[src/rtl/rob_pkg.sv]
// Shared widths, tag encoding and entry layout for the reorder buffer.
// Tag 0 is reserved for "no producer"; entry index i carries tag i+1.
package rob_pkg;

  localparam int TAG_W = 4;
  localparam int REG_W = 5;
  localparam int DEPTH = 2**TAG_W - 1;

  localparam logic [TAG_W-1:0] NO_TAG = '0;

  typedef struct packed {
    logic             busy;
    logic             ready;
    logic             has_rd;
    logic [REG_W-1:0] rd;
    logic             is_branch;
    logic             mispredict;
    logic [31:0]      value;
    logic [31:0]      target;
  } rob_entry_t;

  function automatic logic [TAG_W-1:0] idx_to_tag(input logic [TAG_W-1:0] idx);
    return idx + TAG_W'(1);
  endfunction

  // Returns {ready, value}; a same-cycle CDB broadcast to a busy, not-yet-ready tag is forwarded.
  function automatic logic [32:0] query_lookup(
    input logic [TAG_W-1:0] tag,
    input rob_entry_t       e,
    input logic             cdb_valid,
    input logic [TAG_W-1:0] cdb_tag,
    input logic [31:0]      cdb_value
  );
    logic [32:0] res;
    res = '0;
    if (tag != NO_TAG && e.busy) begin
      if (e.ready) begin
        res = {1'b1, e.value};
      end else if (cdb_valid && cdb_tag == tag) begin
        res = {1'b1, cdb_value};
      end
    end
    return res;
  endfunction

endpackage

[src/rtl/rob_ptr_wrap.sv]
// Circular pointer for the reorder buffer: increments and wraps after LAST,
// with a synchronous clear that takes priority over the increment.
module rob_ptr_wrap #(
  parameter int             W    = 4,
  parameter logic [W-1:0]   LAST = '1
) (
  input  logic         clk_i,
  input  logic         rst_n_i,
  input  logic         en_i,
  input  logic         clr_i,
  input  logic         inc_i,
  output logic [W-1:0] ptr_o
);

  logic [W-1:0] ptr_q;
  logic [W-1:0] ptr_d;

  always_comb begin
    ptr_d = ptr_q;
    if (clr_i) begin
      ptr_d = '0;
    end else if (inc_i) begin
      ptr_d = (ptr_q == LAST) ? '0 : ptr_q + W'(1);
    end
  end

  always_ff @(posedge clk_i) begin
    if (!rst_n_i) begin
      ptr_q <= '0;
    end else if (en_i) begin
      ptr_q <= ptr_d;
    end
  end

  assign ptr_o = ptr_q;

endmodule

[src/rtl/reorder_buffer.sv]
// In-order retirement buffer: tag allocation at issue, CDB capture, program-order commit, flush on mispredict.
// Define ROB_OPERAND_QUERY_EN to enable the combinational operand query ports (otherwise they read 0).
module reorder_buffer
  import rob_pkg::*;
#(
  parameter int REG_ADDR_WIDTH = REG_W,
  parameter int Q_WIDTH        = TAG_W
) (
  input  logic                      clk_in,
  input  logic                      rst_n_in,
  input  logic                      rdy_in,
  input  logic                      issue_valid,
  input  logic                      issue_has_rd,
  input  logic [REG_ADDR_WIDTH-1:0] issue_rd,
  input  logic                      issue_is_branch,
  output logic                      full,
  output logic [Q_WIDTH-1:0]        alloc_tag,
  input  logic                      cdb_valid,
  input  logic [Q_WIDTH-1:0]        cdb_tag,
  input  logic [31:0]               cdb_value,
  input  logic                      cdb_mispredict,
  input  logic [31:0]               cdb_target_pc,
  output logic                      has_commit,
  output logic [REG_ADDR_WIDTH-1:0] commit_target,
  output logic [Q_WIDTH-1:0]        commit_q,
  output logic [31:0]               commit_v,
  output logic                      flush_out,
  output logic [31:0]               flush_pc,
  input  logic [Q_WIDTH-1:0]        q1_tag,
  input  logic [Q_WIDTH-1:0]        q2_tag,
  output logic                      q1_ready,
  output logic                      q2_ready,
  output logic [31:0]               q1_value,
  output logic [31:0]               q2_value
);

  rob_entry_t entries_q [DEPTH];
  rob_entry_t entries_d [DEPTH];

  logic [TAG_W-1:0] head_q;
  logic [TAG_W-1:0] tail_q;
  logic [TAG_W-1:0] count_q;
  logic [TAG_W-1:0] count_d;

  logic                      has_commit_q,    has_commit_d;
  logic [REG_ADDR_WIDTH-1:0] commit_target_q, commit_target_d;
  logic [Q_WIDTH-1:0]        commit_q_q,      commit_q_d;
  logic [31:0]               commit_v_q,      commit_v_d;
  logic                      flush_q,         flush_d;
  logic [31:0]               flush_pc_q,      flush_pc_d;

  rob_entry_t       head_e;
  logic [TAG_W-1:0] cdb_idx;
  logic             issue_acc;
  logic             commit_fire;
  logic             flush_fire;
  logic             cdb_hit;

  assign head_e      = entries_q[head_q];
  assign full        = (count_q == TAG_W'(DEPTH));
  assign alloc_tag   = idx_to_tag(tail_q);
  assign issue_acc   = issue_valid && !full;
  // Readiness is taken from registered state, so a CDB write to the head commits one cycle later.
  assign commit_fire = head_e.busy && head_e.ready;
  assign flush_fire  = commit_fire && head_e.is_branch && head_e.mispredict;
  assign cdb_idx     = cdb_tag - TAG_W'(1);
  assign cdb_hit     = cdb_valid && (cdb_tag != NO_TAG) && entries_q[cdb_idx].busy;

  rob_ptr_wrap #(.W(TAG_W), .LAST(TAG_W'(DEPTH - 1))) u_head_ptr (
    .clk_i   (clk_in),
    .rst_n_i (rst_n_in),
    .en_i    (rdy_in),
    .clr_i   (flush_fire),
    .inc_i   (commit_fire),
    .ptr_o   (head_q)
  );

  rob_ptr_wrap #(.W(TAG_W), .LAST(TAG_W'(DEPTH - 1))) u_tail_ptr (
    .clk_i   (clk_in),
    .rst_n_i (rst_n_in),
    .en_i    (rdy_in),
    .clr_i   (flush_fire),
    .inc_i   (issue_acc),
    .ptr_o   (tail_q)
  );

  always_comb begin
    for (int i = 0; i < DEPTH; i++) begin
      entries_d[i] = entries_q[i];
    end
    if (flush_fire) begin
      for (int i = 0; i < DEPTH; i++) begin
        entries_d[i] = '0;
      end
    end else begin
      if (cdb_hit) begin
        entries_d[cdb_idx].ready      = 1'b1;
        entries_d[cdb_idx].value      = cdb_value;
        entries_d[cdb_idx].mispredict = cdb_mispredict;
        entries_d[cdb_idx].target     = cdb_target_pc;
      end
      if (commit_fire) begin
        entries_d[head_q] = '0;
      end
      if (issue_acc) begin
        entries_d[tail_q]           = '0;
        entries_d[tail_q].busy      = 1'b1;
        entries_d[tail_q].has_rd    = issue_has_rd;
        entries_d[tail_q].rd        = issue_rd;
        entries_d[tail_q].is_branch = issue_is_branch;
      end
    end
  end

  always_comb begin
    count_d = count_q;
    if (flush_fire) begin
      count_d = '0;
    end else if (issue_acc && !commit_fire) begin
      count_d = count_q + TAG_W'(1);
    end else if (!issue_acc && commit_fire) begin
      count_d = count_q - TAG_W'(1);
    end
  end

  always_comb begin
    has_commit_d    = 1'b0;
    commit_target_d = commit_target_q;
    commit_q_d      = commit_q_q;
    commit_v_d      = commit_v_q;
    flush_d         = 1'b0;
    flush_pc_d      = flush_pc_q;
    if (commit_fire) begin
      has_commit_d    = head_e.has_rd;
      commit_target_d = head_e.rd;
      commit_q_d      = idx_to_tag(head_q);
      commit_v_d      = head_e.value;
    end
    if (flush_fire) begin
      flush_d    = 1'b1;
      flush_pc_d = head_e.target;
    end
  end

  always_ff @(posedge clk_in) begin
    if (!rst_n_in) begin
      for (int i = 0; i < DEPTH; i++) begin
        entries_q[i] <= '0;
      end
      count_q         <= '0;
      has_commit_q    <= 1'b0;
      commit_target_q <= '0;
      commit_q_q      <= '0;
      commit_v_q      <= '0;
      flush_q         <= 1'b0;
      flush_pc_q      <= '0;
    end else if (rdy_in) begin
      for (int i = 0; i < DEPTH; i++) begin
        entries_q[i] <= entries_d[i];
      end
      count_q         <= count_d;
      has_commit_q    <= has_commit_d;
      commit_target_q <= commit_target_d;
      commit_q_q      <= commit_q_d;
      commit_v_q      <= commit_v_d;
      flush_q         <= flush_d;
      flush_pc_q      <= flush_pc_d;
    end
  end

  assign has_commit    = has_commit_q;
  assign commit_target = commit_target_q;
  assign commit_q      = commit_q_q;
  assign commit_v      = commit_v_q;
  assign flush_out     = flush_q;
  assign flush_pc      = flush_pc_q;

`ifdef ROB_OPERAND_QUERY_EN
  logic [TAG_W-1:0] q1_idx;
  logic [TAG_W-1:0] q2_idx;
  logic [32:0]      q1_res;
  logic [32:0]      q2_res;

  assign q1_idx   = q1_tag - TAG_W'(1);
  assign q2_idx   = q2_tag - TAG_W'(1);
  assign q1_res   = query_lookup(q1_tag, entries_q[q1_idx], cdb_valid, cdb_tag, cdb_value);
  assign q2_res   = query_lookup(q2_tag, entries_q[q2_idx], cdb_valid, cdb_tag, cdb_value);
  assign q1_ready = q1_res[32];
  assign q1_value = q1_res[31:0];
  assign q2_ready = q2_res[32];
  assign q2_value = q2_res[31:0];
`else
  logic unused_query;

  assign unused_query = ^{q1_tag, q2_tag};
  assign q1_ready     = 1'b0;
  assign q1_value     = '0;
  assign q2_ready     = 1'b0;
  assign q2_value     = '0;
`endif

endmodule
[config.mk]
export PLATFORM = sky130hd
export DESIGN_NAME = reorder_buffer
export DESIGN_NICKNAME = d
export VERILOG_FILES = /design/src/rtl/rob_pkg.sv /design/src/rtl/rob_ptr_wrap.sv /design/src/rtl/reorder_buffer.sv
export SDC_FILE = /design/constraint.sdc
export NUM_CORES = 2
export LEC_CHECK = 0
export BUFFER_PORTS_ARGS = -buffer_cell sky130_fd_sc_hd__buf_2
export CAP_MARGIN = 20
export CORE_MARGIN = 2
export CORE_UTILIZATION = 29
export CTS_CLUSTER_DIAMETER = 150
export DETAILED_ROUTE_END_ITERATION = 7
export SETUP_SLACK_MARGIN = 0.15
export SYNTH_ARGS = -nofsm -noshare
export SYNTH_HDL_FRONTEND = slang
export SYNTH_HIERARCHICAL = 1
export SYNTH_SLANG_ARGS = --single-unit
[constraint.sdc]
create_clock -name clk_in -period 31 [get_ports clk_in]
set_input_delay 4.65 -clock clk_in [delete_from_list [all_inputs] [get_ports clk_in]]
set_output_delay 4.65 -clock clk_in [all_outputs]
set_load 0.03 [all_outputs]
### Yosys cells after proc, flatten, opt, wreduce, memory -nomap -nowiden

Memory sizes are Yosys's and may differ from the RTL's. A register that Yosys moved wholly into a read port is not among the register bits.
Cells that the tools add are included.

| storage, ports and cells | value |
|---|---|
| memories | 1 |
| flip-flop bits (word level) | 87 |
| output and inout bits | 146 |
| memory bits (writable) | 1110 |
| bits of input ports | 89 |

| operators by class | value |
|---|---|
| eq/ne operators | 3 |
| bitwise operators | 22 |
| reductions and logical operators | 23 |
| add/subtract/negate cells | 5 |
| muxes and demuxes | 66 |
| order comparisons | 6 |

Memories:

| memory | depth | bits a word | rd ports | clocked after Yosys merged registers in | write ports | line | text |
|---|---|---|---|---|---|---|---|
| entries_q | 15 | 74 | 17 | 1 | 15 | reorder_buffer.sv:37 | `rob_entry_t entries_q [DEPTH];` |

Operators by type and width:

| cell | number |
|---|---|
| 1110-bit bitwise mux | 8 |
| 1110-bit 2-to-1 mux | 6 |
| 74-bit demux with 4-bit select | 10 |
| 1110-bit AND | 2 |
| 1110-bit inverter | 2 |
| 74-bit 2-to-1 mux | 18 |
| 73-bit 2-to-1 mux | 1 |
| 72-bit 2-to-1 mux | 1 |
| 71-bit 2-to-1 mux | 1 |
| 66-bit 2-to-1 mux | 1 |
| 65-bit 2-to-1 mux | 1 |
| 64-bit 2-to-1 mux | 1 |
| 4-bit 2-to-1 mux | 11 |
| 32-bit 2-to-1 mux | 1 |
| 5-bit greater-or-equal comparator, second input constant | 3 |
| 5-bit by 1-bit less-than comparator with 1-bit output, second input constant | 3 |
| 4-bit inverter with 5-bit output | 3 |
| 1-bit bitwise OR | 15 |
| 4-bit by 1-bit adder with 4-bit output, second input constant | 3 |
| 4-bit == test, second input constant | 3 |
| 1-bit logical AND | 11 |
| 2-bit AND reduction | 5 |
| 4-bit by 1-bit subtractor with 4-bit output, second input constant | 2 |
| 1-bit 2-to-1 mux | 6 |
| other kinds (4) | 7 |

### Depth between registers and ports, before layout

| logic depth | value |
|---|---|
| word-level depth | 23 |
| gate-level depth with buffers | 16 |
| mapped depth without buffers | 14 |

### Cells and area by module

Netlist, hierarchy kept.

Modules (own cells, without submodules):

| module | times used | cells an instance | area an instance (sq um) |
|---|---|---|---|
| reorder_buffer | 1 | 5834 | 63153.1 |
| rob_ptr_wrap | 2 | 29 | 247.7 |

### Least setup slack after synthesis

Ideal clock, no wire load.

| timing | value |
|---|---|
| path type | input port to flip-flop |
| from | input port rdy_in |
| to | memory entries_q[0][0] (netlist bit), enable pin |
| cell stages on the path | 2 |
| arrival time | 31.319 ns |
| setup slack | -2.009 ns |
| required time | 29.309 ns |
| buffers on the path | 1 |
| path through | clkbuf_1 > nand2b_1 |

RTL lines:

| item | line | text |
|---|---|---|
| from (decl) | reorder_buffer.sv:11 | `input logic rdy_in,` |
| to (decl) | reorder_buffer.sv:37 |  |

==> results.yml <==
die:
  row_count: 171
  io_pins: 235
  die-height_um: 472
  die_w_um: 472
  initial_core_util: 0.293
  coreArea_um2: 218000
  dieArea_um2: 223000
finish:
  most-common-layout-cells: "nand2_1, edfxtp_1, a21oi_1, a21oi_2, mux4_2"
  drive_above_1_share: 0.193
  fin_util: 0.325
  finalNetCount: 5866
  final_cells: 8727
  area_delta_synth_final_pct: 10.9
  layout_commonest_cell: "nand2_1"
placement:
  dp.cells: 8472
  gp_congestion: 0.791
  hpwl_mm: 121
  portBuffers: 160
critical_path:
  cp_cell_sequence: "buf_2, nand2b_4, buf_12, buf_4, buf_4, buf_4, buf_4"
  required_ns: 31.39
  cp_max_fo: 188
  path_common_cell: "buf_4"
  crit_path_top_delay_cell: "buf_4"
  startpoint_type: "primary input"
  end_kind: "flop"
  max_stage_delay_ns: 0.98
  cp.arrival_ns: 10.56
  crit_type: "in2reg"
timing:
  setup_viol: 0
  finalCritPeriodShare: 0.328
  fin_setup_tns_ns: 0
  min_period_ns: 10.17
  slew_headroom: 0.168
  finalHoldViolCount: 0
  finalClockSkew_ns: 0.0356
  slew_viol_final: 0
  max_clock_freq_ghz: 0.0984
  tightest_slew_ns: 1.25
  grt_setup_unrepaired: "false"
cts:
  cts_buffer_depth: 3
  cts-root-buf: "clkbuf_16"
  cts_hold_buffers: 0
  htreeDepth: 4
  numCtsBuffers: 136
  cts_resized: 0
  clkTransAtPathRegs_ns: 0.06
  cts_setup_buffers: 0
  numClockSinks: 1197
  cts_tree: "built"
  clk_latency_ns: 0.80
yosys:
  synth_xor_area_frac: 0.000963
  ys_async_sr_fraction: 0
  synth_cells: 5892
  yosysTopAreaCellShare: 0.524
  yosysUniqueCellTypes: 69
  synth_area_leader_cell: "edfxtp_1"
  yosysSeqAreaShare: 0.551
  synth_fa_ha_area_frac: 0.00405
  syn_area_per_cell_um2: 10.8
  synthTopCellsByArea: "edfxtp_1, nand2_1, mux4_2"
  yosysWarningCount: 6
  synth_area_um2: 63600
  synth-compound-area-share: 0.128
  muxShareOfSynthArea: 0.119
  ys.flop_type: "edfxtp_1"
  synth_top_family_by_area: "simple AND/OR/NAND/NOR gates"
  synth-simple-area-share: 0.149
  ys_ff_latch: 1197
  synth-edff-count: 1110
drt:
  vias: 48000
  wl_per_cell_um: 25.4
  drt_iter0_markers: 6792
  drt_wl_total_mm: 222
  firstDrtPassIters: 6
  drc: 0
  ant_nets: 0
  via_per_inst: 5.50
global_route:
  grt_max_degree: 189
  grt_overflow_total: 0
  grt_pass1_wl_mm: 321
  antenna_found_initial: 44
  grt_pass1_vias: 46600
  grt_usage: 0.192
flow_run:
  max_cap_violations: 0
outcome:
  outcome: "completed"
power:
  leakage_nw: 23.7
  power.ir.vdd_worst_mv: 0.0470
  p_per_area_nw_per_um2: 54.5
min_path:
  min_path_type: "reg2reg"
## final cells by class
class	count	area (µm²)
Fill cell	21700	147000
Inverter	28	108
Tap cell	2854	3570
Antenna cell	13	32.5
Clock inverter	65	653
Multi-Input combinational cell	4147	26100
Sequential cell	1197	35100
Timing Repair Buffer	247	1510
Clock buffer	176	3610
## flip-flops by register name, indices dropped and copies added (netlist names)
register	cells
u_tail_ptr/ptr_o	4
flush_pc	32
entries_q	1110
commit_target	5
flush_out	1
count_q	4
commit_v	32
has_commit	1
u_head_ptr/ptr_o	4
commit_q	4
## path summary, 6_finish.rpt
path,start,end,slack [ns],cells past startpoint
worst min register to register,commit_v[26],commit_v[26],0.45,2
worst min-delay path,commit_v[26],commit_v[26],0.45,2
worst max-delay path,rdy_in,entries_q[4][35],20.83,7
worst max register to register,u_head_ptr/ptr_o[2],entries_q[5][37],25.02,10
## stage by stage
| stage | setup slack, ns | hold WS, ns | total power, mW | instance area, µm² |
|---|---|---|---|---|
| 6_report | 20.83 | 0.449 | 3.85 | 70600 |
| 5_1_grt | 20.52 | 0.470 | 3.96 | 70600 |
| 4_1_cts | 20.81 | 0.452 | 3.86 | 70600 |
| 3_5_place_dp | 19.97 | 0.443 | 2.27 | 66300 |
| 3_3_place_gp | 20.17 | 0.445 | 2.26 | 66300 |
| 2_1_floorplan | 11.27 | 0.441 | 2.22 | 63900 |
## synth_stat cells, types with 6 or more instances
master and count:
a21o_1 6, nor3b_4 8, nand3_1 16, nand2_1 2174, dfxtp_1 87, and3_1 9
o22ai_1 7, a21oi_1 700, and2_1 25, clkbuf_1 375, nor2_1 91, edfxtp_1 1110
nor2b_1 7, buf_1 27, nand2b_1 10, o21ai_0 88, o2bb2ai_1 7, buf_2 61
a21oi_2 343, a22o_1 85, nor3_1 6, mux2i_1 103, nand3b_4 8, inv_1 25
ha_1 19, mux4_2 288, buf_6 47, buf_4 74
## where the power goes
group	total, mW	internal, mW	switching [mW]
sequential	1.94	1.88	0.0547
clock	1.60	0.901	0.699
combinational	0.311	0.0968	0.214
total	3.85	2.88	0.968
## metal layers
metal,up-vias,routed length (µm),global-route usage
met5,-,274,0
met4,44,8000,0.0743
met3,544,26700,0.0467
met2,3041,102000,0.303
met1,23800,85300,0.254
li1,20600,-,-
## kinds of logic (layout without fill, tap and decap cells)
kind of cell / count (synthesis) / in the layout
fa+ha+maj: 20 / 20
simple gates: 2386 / 2386
compound gates: 1272 / 1272
other cells: 1 / 79
mux: 396 / 396
buf+inv: 613 / 516
xor+xnor: 7 / 7
flops: 1197 / 1197
## critical path: cells and delay by family
kind,cells,cell delay [ns]
buffers and inverters,6,4.79
and+or+nand+nor,1,0.78
(Power assumes the default switching activity.)
